File: config.mk
export PLATFORM = sky130hd
export DESIGN_NAME = mem_arbiter
export DESIGN_NICKNAME = d
export VERILOG_FILES = /design/src/rtl/mem_arbiter.sv
export SDC_FILE = /design/constraint.sdc
export NUM_CORES = 1
export LEC_CHECK = 0
export ABC_AREA = 1
export BUFFER_PORTS_ARGS = -buffer_cell sky130_fd_sc_hd__clkbuf_2
export CAP_MARGIN = 30
export CORE_ASPECT_RATIO = 0.5
export CORE_MARGIN = 2
export CORE_UTILIZATION = 51
export CTS_CLUSTER_DIAMETER = 30
export CTS_CLUSTER_SIZE = 40
export DETAILED_ROUTE_END_ITERATION = 10
export PLACE_DENSITY = 0.82
export SLEW_MARGIN = 40
export SYNTH_ARGS = -nofsm -noshare
export SYNTH_HDL_FRONTEND = slang
export SYNTH_SLANG_ARGS = --single-unit
File: constraint.sdc
create_clock -name clk -period 2.4 [get_ports clk]
set_input_delay 0.48 -clock clk [delete_from_list [all_inputs] [get_ports clk]]
set_output_delay 0.48 -clock clk [all_outputs]
set_load 0.02 [all_outputs]
File: src/rtl/mem_arbiter.sv
// Fixed-latency arbiter sharing one single-port memory between the I-fetch and data ports.
// Define MEM_ARB_RR_EN for round-robin arbitration; otherwise D has fixed priority over I.
module mem_arbiter #(
    parameter int unsigned LATENCY = 4
) (
    input  logic        clk,
    input  logic        rst_n,
    input  logic        i_req,
    input  logic [15:0] i_addr,
    output logic        i_ready,
    output logic [15:0] i_rdata,
    input  logic        d_req,
    input  logic        d_wr,
    input  logic [15:0] d_addr,
    input  logic [15:0] d_wdata,
    output logic        d_ready,
    output logic [15:0] d_rdata,
    output logic        mem_en,
    output logic        mem_wr,
    output logic [15:0] mem_addr,
    output logic [15:0] mem_wdata,
    input  logic [15:0] mem_rdata,
    output logic        busy
);
    typedef enum logic [1:0] {S_IDLE, S_ACCESS, S_WAIT, S_RESP} state_t;

    localparam logic [3:0] LAT_M1 = 4'(LATENCY - 1);

    state_t      r_state;
    logic [3:0]  r_cnt;
    logic        r_grant_d;
    logic        r_wr;
    logic        r_i_ready;
    logic        r_d_ready;
    logic [15:0] r_i_rdata;
    logic [15:0] r_d_rdata;
    logic        r_mem_en;
    logic        r_mem_wr;
    logic [15:0] r_mem_addr;
    logic [15:0] r_mem_wdata;
    logic        r_busy;
    logic        w_pick_d;

`ifdef MEM_ARB_RR_EN
    // r_last_d = 1 when D won the most recent grant; a tie goes to the other port
    logic r_last_d;
    always_comb w_pick_d = d_req & (~i_req | ~r_last_d);
`else
    always_comb w_pick_d = d_req;
`endif

    always_ff @(posedge clk) begin
        if (!rst_n) begin
            r_state     <= S_IDLE;
            r_cnt       <= '0;
            r_grant_d   <= 1'b0;
            r_wr        <= 1'b0;
            r_i_ready   <= 1'b0;
            r_d_ready   <= 1'b0;
            r_i_rdata   <= '0;
            r_d_rdata   <= '0;
            r_mem_en    <= 1'b0;
            r_mem_wr    <= 1'b0;
            r_mem_addr  <= '0;
            r_mem_wdata <= '0;
            r_busy      <= 1'b0;
`ifdef MEM_ARB_RR_EN
            r_last_d    <= 1'b0;
`endif
        end else begin
            r_i_ready <= 1'b0;
            r_d_ready <= 1'b0;
            r_mem_en  <= 1'b0;
            r_mem_wr  <= 1'b0;
            case (r_state)
                S_IDLE: begin
                    if (i_req || d_req) begin
                        r_state    <= S_ACCESS;
                        r_busy     <= 1'b1;
                        r_grant_d  <= w_pick_d;
                        r_wr       <= w_pick_d & d_wr;
                        r_mem_en   <= 1'b1;
                        r_mem_wr   <= w_pick_d & d_wr;
                        r_mem_addr <= w_pick_d ? d_addr : i_addr;
                        if (w_pick_d) begin
                            r_mem_wdata <= d_wdata;
                        end
`ifdef MEM_ARB_RR_EN
                        r_last_d   <= w_pick_d;
`endif
                    end
                end
                S_ACCESS: begin
                    r_cnt   <= LAT_M1;
                    r_state <= S_WAIT;
                end
                S_WAIT: begin
                    if (r_cnt == '0) begin
                        if (!r_wr) begin
                            if (r_grant_d) begin
                                r_d_rdata <= mem_rdata;
                            end else begin
                                r_i_rdata <= mem_rdata;
                            end
                        end
                        if (r_grant_d) begin
                            r_d_ready <= 1'b1;
                        end else begin
                            r_i_ready <= 1'b1;
                        end
                        r_state <= S_RESP;
                    end else begin
                        r_cnt <= r_cnt - 4'd1;
                    end
                end
                S_RESP: begin
                    r_busy  <= 1'b0;
                    r_state <= S_IDLE;
                end
                default: begin
                    r_busy  <= 1'b0;
                    r_state <= S_IDLE;
                end
            endcase
        end
    end

    assign i_ready   = r_i_ready;
    assign i_rdata   = r_i_rdata;
    assign d_ready   = r_d_ready;
    assign d_rdata   = r_d_rdata;
    assign mem_en    = r_mem_en;
    assign mem_wr    = r_mem_wr;
    assign mem_addr  = r_mem_addr;
    assign mem_wdata = r_mem_wdata;
    assign busy      = r_busy;

endmodule

==> results.json <==
{
  "postSynthCellCount": 434,
  "vias_per_cell": 4.55,
  "synth_area_leaders": "dfxtp_1 48%, nor2_1 16%, nand2_1 9.2%, inv_1 4.9%, o21ai_0 4.2%",
  "fin_worst_skew_ns": 0.00271,
  "antenna-diode-count": 0,
  "wl_per_cell_um": 10.5,
  "die_w_um": 116,
  "syn_area_mm2": 0.00321,
  "dieArea_mm2": 0.00698,
  "fmax_mhz": 583,
  "tightest_slew_ns": 0.497,
  "start_kind": "flop",
  "fp.coreArea_mm2": 0.00608,
  "clk_path_buf_depth": 2,
  "antenna_found_initial": 0,
  "rsz0062_at_grt": "no",
  "ant_nets": 0,
  "cts_root_buffer": "clkbuf_16",
  "synthSimpleGateAreaFrac_pct": 27.9,
  "num_rows": 20,
  "synth_xor_area_share_pct": 0.273,
  "start_util_pct": 52.8,
  "port_buffers": 137,
  "syn_to_final_growth_pct": 29.9,
  "numCtsBuffers": 9,
  "drt_wl_total_um": 6900,
  "synthArstFlopShare_pct": 0,
  "synth_compound_area_share_pct": 12.0,
  "cts_tree": "yes",
  "layout-drive-gt1-share_pct": 28.5,
  "nets": 637,
  "grt-ovfl-total": 0,
  "dp_hpwl_um": 4990,
  "cap_viol_max_count": 0,
  "arrival_ns": 1.94,
  "hold_class": "primary input to flop",
  "cts.clk_slew.worst_paths_ns": 0.05,
  "synth_top_area_share_pct": 48.0,
  "track_usage_pct": 21.1,
  "holdBufCountCts": 0,
  "finalMaxSlewViolations": 0,
  "ys_warn_count": 0,
  "dr_total_vias": 2987,
  "pin_count": 138,
  "path_max_fanout": 17,
  "ctsResizeCount": 0,
  "h-tree-depth": 3,
  "finalCritPeriodShare_pct": 71.5,
  "drt_iter0_drc": 183,
  "synth_edf_count": 0,
  "drc_errors": 0,
  "grt_pass1_wl_um": 11300,
  "critical_path_class": "flop to flop",
  "fin_crit_ns": 1.72,
  "fp.dieH_um": 60.1,
  "fin_area_mm2": 0.00417,
  "worst_skew_pair.late_latency_ns": 0.32,
  "synth_ff_type": "dfxtp_1",
  "tns_ns": 0,
  "syn_area_per_cell_um2": 7.40,
  "status": "complete, no violations",
  "yosysUniqueCellTypes": 24,
  "gp_congestion": 0.787,
  "endpoint_kind": "flop",
  "p_per_area_mw_per_mm2": 1160,
  "grt_start_max_net_pins": 39,
  "synth_top_area_cell": "dfxtp_1",
  "synth_mux_area_share_pct": 0,
  "place_area_mm2": 0.00388,
  "post_cts.repair.setup_buffers": 0,
  "hold_violations": 0,
  "peakVddDrop_uv": 587,
  "required_ns": 2.62,
  "ys_seq_elements": 77,
  "syn_nets": 508,
  "synth_adder_area_share_pct": 1.95,
  "grt_pass1_vias": 2675,
  "ys_seq_area_share_pct": 48.0,
  "synth_top_family_by_area": "simple AND/OR/NAND/NOR gates",
  "clkSinkCount": 77,
  "slew-limit-headroom_pct": 66.8,
  "setup_viol": 0,
  "drt_pass1_iterations": 4,
  "p_leak_nw": 2.14
}
registers in the layout, summed over array words and instances, names as in the netlist, 2 cells and up:
signal     count
d_rdata       16
i_rdata       16
mem_addr      16
mem_wdata     16
r_cnt          4
r_state        2
cells in the mapped netlist, types with 5 or more instances:
| library cell | number |
|---|---|
| clkbuf_1 | 5 |
| a211oi_1 | 16 |
| o21ai_1 | 9 |
| ha_1 | 5 |
| o21ai_0 | 27 |
| inv_1 | 42 |
| dfxtp_1 | 77 |
| buf_6 | 8 |
| a21oi_1 | 8 |
| nand2_1 | 79 |
| buf_2 | 6 |
| nor2_1 | 133 |
cell usage in the layout (no fill, tap or decap), drive strengths merged:
cell type and instances:
buf 3, nor3 2, o31ai 1, clkbuf 153
a31o 1, dfxtp 77, nand2 80, a211oi 16
xor2 1, inv 44, nand3 4, nor2 136
o21ai 37, ha 5, a21oi 8
path summary, 6_finish.rpt:
path / startpoint / slack [ns] / cells past startpoint / to
max: r_state[0]$_SDFFE_PN0P_ / 0.68 / 7 / r_wr$_SDFFE_PN0P_
min: d_wr / 0.36 / 3 / mem_wr$_SDFF_PN0_
max reg2reg: r_state[0]$_SDFFE_PN0P_ / 0.68 / 7 / r_wr$_SDFFE_PN0P_
min reg2reg: r_grant_d$_SDFFE_PN0P_ / 0.47 / 1 / i_ready$_SDFF_PN0_
layer usage:
layer | share of wire [%] | routed length [um] | up-vias | track usage (%)
met5 | 0 | 0 | - | 0
met4 | 1.1 | 77 | 0 | 9.35
met3 | 6.6 | 456 | 7 | 6.80
met2 | 47 | 3220 | 100 | 37.5
met1 | 46 | 3140 | 1274 | 23.6
li1 | - | - | 1606 | -
logic make-up after synthesis:
kind of cell,Yosys count
and+or+nand+nor,222
DFF,77
buffers and inverters,66
AOI/OAI and AO/OA,63
adders and majority gates,5
xor gates and xnor gates,1
where the power goes:
part	switching (mW)	internal, mW
clock	0.474	0.814
combinational	1.17	0.582
sequential	0.169	1.61
worst max-delay path, stage by stage, from the launching register on:
cell and delay, ns:
dfxtp_1 0.36, inv_1 0.09, ha_1 0.28, nand2_2 0.26, inv_2 0.19, nand2_1 0.18
nor2_1 0.07, a31o_1 0.18
area by class of cell:
type / instances / area [um^2]
tap: 88 / 110
clock buffer: 16 / 292
timing repair buffer: 140 / 708
inverter: 44 / 165
multi-input combinational: 291 / 1350
fill: 564 / 1910
sequential: 77 / 1540
metrics by stage:
| step | hold WS (ns) | cells | power, mW | setup slack, ns | utilization (%) |
|---|---|---|---|---|---|
| floorplan | 0.426 | 434 | 3.11 | 1.06 | - |
| global placement | 0.459 | 640 | 3.53 | 0.674 | 63.8 |
| detailed placement | 0.462 | 640 | 3.58 | 0.618 | 63.8 |
| CTS | 0.352 | 656 | 4.88 | 0.690 | 68.6 |
| global route | 0.389 | 656 | 5.18 | 0.518 | 68.6 |
| finish | 0.365 | 656 | 4.83 | 0.685 | 68.6 |
No activity file was read; power rests on OpenSTA's default activity.
